--- config.mk ---
export PLATFORM = sky130hd
export DESIGN_NAME = demux_1to4_stream
export DESIGN_NICKNAME = d
export VERILOG_FILES = /design/src/rtl/demux_pkg.sv /design/src/rtl/demux_chan_fifo.sv /design/src/rtl/demux_1to4_stream.sv
export SDC_FILE = /design/constraint.sdc
export NUM_CORES = 1
export LEC_CHECK = 0
export CAP_MARGIN = 25
export CELL_PAD_IN_SITES_DETAIL_PLACEMENT = 0
export CELL_PAD_IN_SITES_GLOBAL_PLACEMENT = 2
export CORE_ASPECT_RATIO = 0.9
export CORE_MARGIN = 2
export CORE_UTILIZATION = 31
export DETAILED_ROUTE_END_ITERATION = 8
export PLACE_DENSITY = 0.7
export REMOVE_ABC_BUFFERS = 1
export SLEW_MARGIN = 30
export SYNTH_ARGS = -nofsm -noshare
export SYNTH_HDL_FRONTEND = slang
export SYNTH_SLANG_ARGS = --single-unit
--- constraint.sdc ---
create_clock -name clock -period 2.2 [get_ports clock]
set_input_delay 0.33 -clock clock [delete_from_list [all_inputs] [get_ports clock]]
set_output_delay 0.33 -clock clock [all_outputs]
set_load 0.02 [all_outputs]
--- src/rtl/demux_pkg.sv ---
// Shared constants and helpers for the 1-to-4 stream demultiplexer.
package demux_pkg;

   localparam int NUM_OUT   = 4;
   localparam int SEL_W     = 2;
   localparam int DEF_WIDTH = 64;
   localparam int DEF_DEPTH = 2;

   // Ceiling log2, used to size pointers; returns 0 for values <= 1.
   function automatic int clog2(input int value);
      int r;
      r = 0;
      while ((1 << r) < value) begin
         r = r + 1;
      end
      return r;
   endfunction

endpackage

--- src/rtl/demux_chan_fifo.sv ---
// Single-clock per-channel FIFO with asynchronous active-low reset.
// The head entry is read straight from registered storage, so head_data
// has no combinational path from push/pop.
module demux_chan_fifo
   import demux_pkg::*;
#(
   parameter int WIDTH = DEF_WIDTH,
   parameter int DEPTH = DEF_DEPTH
)(
   input  logic             clock,
   input  logic             reset_n,
   input  logic             push,
   input  logic [WIDTH-1:0] push_data,
   input  logic             pop,
   output logic [WIDTH-1:0] head_data,
   output logic             empty,
   output logic             full
);

   localparam int PTR_W = clog2(DEPTH);
   localparam int CNT_W = PTR_W + 1;

   logic [WIDTH-1:0] r_mem [DEPTH];
   logic [PTR_W-1:0] r_wr_ptr;
   logic [PTR_W-1:0] r_rd_ptr;
   logic [CNT_W-1:0] r_count;

   logic w_do_push;
   logic w_do_pop;

   // Guard the storage even though the top never pushes full / pops empty.
   assign w_do_push = push && !full;
   assign w_do_pop  = pop && !empty;

   assign empty     = (r_count == '0);
   assign full      = (r_count == CNT_W'(DEPTH));
   assign head_data = r_mem[r_rd_ptr];

   // Storage, pointers and occupancy; pointers wrap naturally (DEPTH is 2^n).
   always_ff @(posedge clock or negedge reset_n) begin
      if (!reset_n) begin
         for (int i = 0; i < DEPTH; i++) begin
            r_mem[i] <= '0;
         end
         r_wr_ptr <= '0;
         r_rd_ptr <= '0;
         r_count  <= '0;
      end else begin
         if (w_do_push) begin
            r_mem[r_wr_ptr] <= push_data;
            r_wr_ptr        <= r_wr_ptr + PTR_W'(1);
         end
         if (w_do_pop) begin
            r_rd_ptr <= r_rd_ptr + PTR_W'(1);
         end
         if (w_do_push && !w_do_pop) begin
            r_count <= r_count + CNT_W'(1);
         end else if (!w_do_push && w_do_pop) begin
            r_count <= r_count - CNT_W'(1);
         end
      end
   end

   // Flag any attempt to overflow or underflow the channel.
   always_ff @(posedge clock) begin
      if (reset_n) begin
         a_no_push_full: assert (!(push && full));
         a_no_pop_empty: assert (!(pop && empty));
      end
   end

endmodule

--- src/rtl/demux_1to4_stream.sv ---
// Routes one input word stream to one of four buffered output channels.
// Handshake: a word moves across an interface on a rising edge where its
// valid and ready are both high; valid/data/sel are held by the sender until
// then, and ready never depends combinationally on the consumer's ready.
module demux_1to4_stream
   import demux_pkg::*;
#(
   parameter int WIDTH = DEF_WIDTH,
   parameter int DEPTH = DEF_DEPTH
)(
   input  logic                     clock,
   input  logic                     reset_n,
   input  logic                     in_valid,
   input  logic [SEL_W-1:0]         in_sel,
   input  logic [WIDTH-1:0]         in_data,
   output logic                     in_ready,
   output logic [NUM_OUT-1:0]       out_valid,
   output logic [NUM_OUT*WIDTH-1:0] out_data,
   input  logic [NUM_OUT-1:0]       out_ready,
   output logic [NUM_OUT-1:0]       chan_full
);

   logic [NUM_OUT-1:0] w_push;
   logic [NUM_OUT-1:0] w_pop;
   logic [NUM_OUT-1:0] w_empty;
   logic [NUM_OUT-1:0] w_full;
   logic [WIDTH-1:0]   w_head [NUM_OUT];

   // Ready depends only on the selected channel's registered fill state.
   assign in_ready  = !w_full[in_sel];
   assign chan_full = w_full;

   // One-hot write enable for the selected channel on an accepted word.
   always_comb begin
      w_push = '0;
      if (in_valid && in_ready) begin
         w_push[in_sel] = 1'b1;
      end
   end

   for (genvar k = 0; k < NUM_OUT; k++) begin : g_chan
      assign out_valid[k]                 = !w_empty[k];
      assign w_pop[k]                     = out_valid[k] && out_ready[k];
      assign out_data[k*WIDTH +: WIDTH]   = w_head[k];

      demux_chan_fifo #(
         .WIDTH (WIDTH),
         .DEPTH (DEPTH)
      ) u_fifo (
         .clock     (clock),
         .reset_n   (reset_n),
         .push      (w_push[k]),
         .push_data (in_data),
         .pop       (w_pop[k]),
         .head_data (w_head[k]),
         .empty     (w_empty[k]),
         .full      (w_full[k])
      );
   end

endmodule

==> flow_summary_export.csv <==
group,metric,value,unit
sta,rsz0062_at_grt,"true",
critical_path,critical_path.max_fanout,7,
sta,report.final.slew_viol_count,0,
sta,worst_slew_pin_slew,498,ps
logic_synthesis,synth.most_common_cell,"mux2_2",
logic_synthesis,synth_seq_area_share,0.566,
logic_synthesis,synth-seq-cells,528,
clock_network,cts_tree,"built",
power_and_ir_drop,total_power,60400,µW
clock_network,root_buffer,"clkbuf_16",
global_route,grt_usage,0.177,
worst_hold_path,holdCritPathClass,"input port to asynchronous set/reset pin",
logic_synthesis,syn_avg_cell_area,16.2,µm²
sta,fmax,0.423,GHz
power_and_ir_drop,p_clk_frac,0.177,
drt,drtIter0Drc,467,
die,core_area,74600,µm²
power_and_ir_drop,p_leak,0.0151,µW
layout,multi_input_area,10200,µm²
critical_path,rrSetupSlack,200,ps
drt,dr.pass1.iters,4,
power_and_ir_drop,ir_drop,0.911,mV
logic_synthesis,syn_area,23300,µm²
drt,wire_per_inst,24.2,µm
placed_design,place_congestion,0.737,
critical_path,crit_chain,"buf_12 -> buf_16 -> buf_6 -> mux2_4 -> buf_6",
clock_network,numCtsBuffers,59,
clock_network,clock_sinks,528,
outcome,outcome,"finished, violations left",
layout,drive_above_1_share,0.657,
power_and_ir_drop,p_switching,20800,µW
die,ios,338,
die,row_count,95,
sta,hold_ws,253,ps
critical_path,slowest_delay,550,ps
logic_synthesis,synth_edf_count,0,
power_and_ir_drop,p_per_area,1850,nW/µm²
layout,seq_area,13200,µm²
sta,hold_violations,0,
global_route,grt_start_max_net_pins,70,
drt,dr_wl_met2,33.8,mm
placed_design,portBuffers,337,
drt,dr_wl_met3,3.28,mm
critical_path,crit_path_end_kind,"output pin",
drt,wirelength_met1,31.4,mm
critical_path,r2r_end,"g_chan[0].u_fifo.r_mem[53]",
die,die-width,293,µm
critical_path,required,1870,ps
layout,antenna_cells,0,
job,drv_cap,0,
logic_synthesis,synth_top_cell_by_area,"dfrtp_1",
sta,clock_skew,14.2,ps
clock_network,clockBufferDepth,3,
logic_synthesis,synth_flop_cell,"dfrtp_1",
sta,min_period,2360,ps
power_and_ir_drop,intPower,39700,µW
clock_network,clkTransAtPathRegs,60,ps
logic_synthesis,synth_cell_types,26,
die,dieArea,77500,µm²
critical_path,critPathTopFamily,"buffers and inverters",
layout,stdcell_count,2906,
layout,nets,1969,
drt,via_per_inst,4.73,
sta,fin_crit_sh,1.07,
sta,relSlewSlack,0.668,
layout,fill_cells,6635,
global_route,grt_pass1_vias,15137,
die,fp.dieH,264,µm
placed_design,post-dp-hpwl,42.2,mm
logic_synthesis,syn_inst,1441,
clock_network,ctsHtreeMaxLevel,2,
critical_path,timing.rr.start,"g_chan[0].u_fifo.r_count[1]",
power_and_ir_drop,p_comb_frac,0.538,
global_route,grt_overflow,0,
layout,syn_to_final_growth,39.7,%
critical_path,path_class,"flop to output pin",
outcome,violations,"setup timing",
global_route,antenna_found_initial,4,
drt,maxUsedRoutingLayer,"met5",
critical_path,worstPathArrival,2030,ps
critical_path,start_kind,"flop",
sta,setup_viol,239,
critical_path,timing.critical_path.mode_cell,"buf_6",
critical_path,crit_slowest_cell,"dfrtp_4",
drt,via_count,13745,
logic_synthesis,yosys-top-cells-area,"dfrtp_1, mux2_2, mux2_4",
critical_path,cp.buffers_inverters,4,
die,start_util,0.313,
logic_synthesis,async_flop_share,1.00,
power_and_ir_drop,power_frac_seq,0.285,
logic_synthesis,synthDominantCellAreaShare,0.566,
sta,setup_tns,-14450,ps
critical_path,reg2reg_depth,5,
sta,setup_slack,-162,ps
logic_synthesis,yosys-top-cells-count,"mux2_2, dfrtp_1, mux2_4, clkbuf_1, buf_6",
drt,totalWireLength,70.3,mm
clock_network,clk_latency,610,ps
logic_synthesis,yosys_warnings,0,
power_and_ir_drop,switching_share,0.344,
placed_design,placedCellCount,2745,
drt,ant_nets,0,
drt,drc,0,
global_route,grt_pass1_wl,102,mm
metrics by stage:
stage                      util  area (µm²)  worst slack, ps
after floorplan               -       22800            -5970
after global placement    0.381       28500             -295
after detailed placement  0.381       28500             -329
after CTS                 0.424       31700             -224
after global routing      0.437       32600             -206
final                     0.437       32600             -162
cell type report:
| type | instances | area share |
|---|---|---|
| clock buffer | 88 | 0.0551 |
| inverter | 1 | 0.000115 |
| timing repair buffer | 477 | 0.179 |
| clock inverter | 17 | 0.00959 |
| multi-input combinational | 825 | 0.313 |
| tap | 970 | 0.0372 |
| sequential | 528 | 0.406 |
power groups by stage:
stage | registers (µW) | logic (µW) | clock network, µW
2_1_floorplan | 16900 | 15100 | 0
6_report | 17200 | 32500 | 10700
3_5_place_dp | 17100 | 26900 | 0
5_1_grt | 17900 | 34000 | 11400
3_3_place_gp | 16800 | 26700 | 0
4_1_cts | 17100 | 30300 | 11000
flip-flops by register name (all words and copies together), names as in the netlist:
register                flops
g_chan.u_fifo.r_count       8
g_chan.u_fifo.r_wr_ptr      4
g_chan.u_fifo.r_rd_ptr      4
g_chan.u_fifo.r_mem       512
worst max path at each step:
stage	startpoint	endpoint	slack [ps]	cells past startpoint
3_5_place_dp	in_sel[0]	g_chan[2].u_fifo.r_mem[8]	-330	6
3_3_place_gp	in_sel[0]	g_chan[2].u_fifo.r_mem[52]	-300	6
6_report	g_chan[0].u_fifo.r_rd_ptr	out_data[45]	-160	5
2_1_floorplan	g_chan[2].u_fifo.r_count[1]	g_chan[2].u_fifo.r_mem[0]	-5970	3
5_1_grt	g_chan[0].u_fifo.r_rd_ptr	out_data[45]	-210	5
4_1_cts	g_chan[3].u_fifo.r_rd_ptr	out_data[214]	-220	5
metal layers:
layer  vias up  track usage
met3        96       0.0397
met2       260        0.295
met5         -            0
li1       6056            -
met1      7327        0.232
met4         6       0.0416
what timing repair did:
action | 4_1_cts | 5_1_grt
hold buffers | 1 | 0
setup buffers | 32 | 7
setup endpoints to repair | 278 | 251
gates resized for setup | 1544 | 278
endpoints found under the hold margin | 31 | 0
cloned | 19 | 7
cells in the final DEF (no fill, tap or decap), types with 5 or more instances in the layout:
cell,instances
buf_4,54
clkbuf_8,17
xnor2_1,8
mux2_2,475
buf_12,48
clkdlybuf4s50_1,71
buf_2,10
buf_6,250
dfrtp_1,524
xor2_1,12
buf_8,10
mux2_4,286
clkbuf_16,68
buf_16,18
clkinv_2,7
nand2_1,6
mux2_1,7
nor2_1,5
dlygate4sd2_1,8
clkbuf_1,10
bufinv_16,9
cells by family (layout without fill, tap and decap cells):
group	after synthesis	count (layout)	synth area share
multiplexers	769	769	0.391
flip-flops	528	528	0.566
buffers and inverters	88	583	0.0252
AND/OR/NAND/NOR	32	32	0.00831
XOR/XNOR	20	20	0.00750
adder cells (fa/ha/maj)	4	4	0.00214
(Power assumes the default switching activity.)
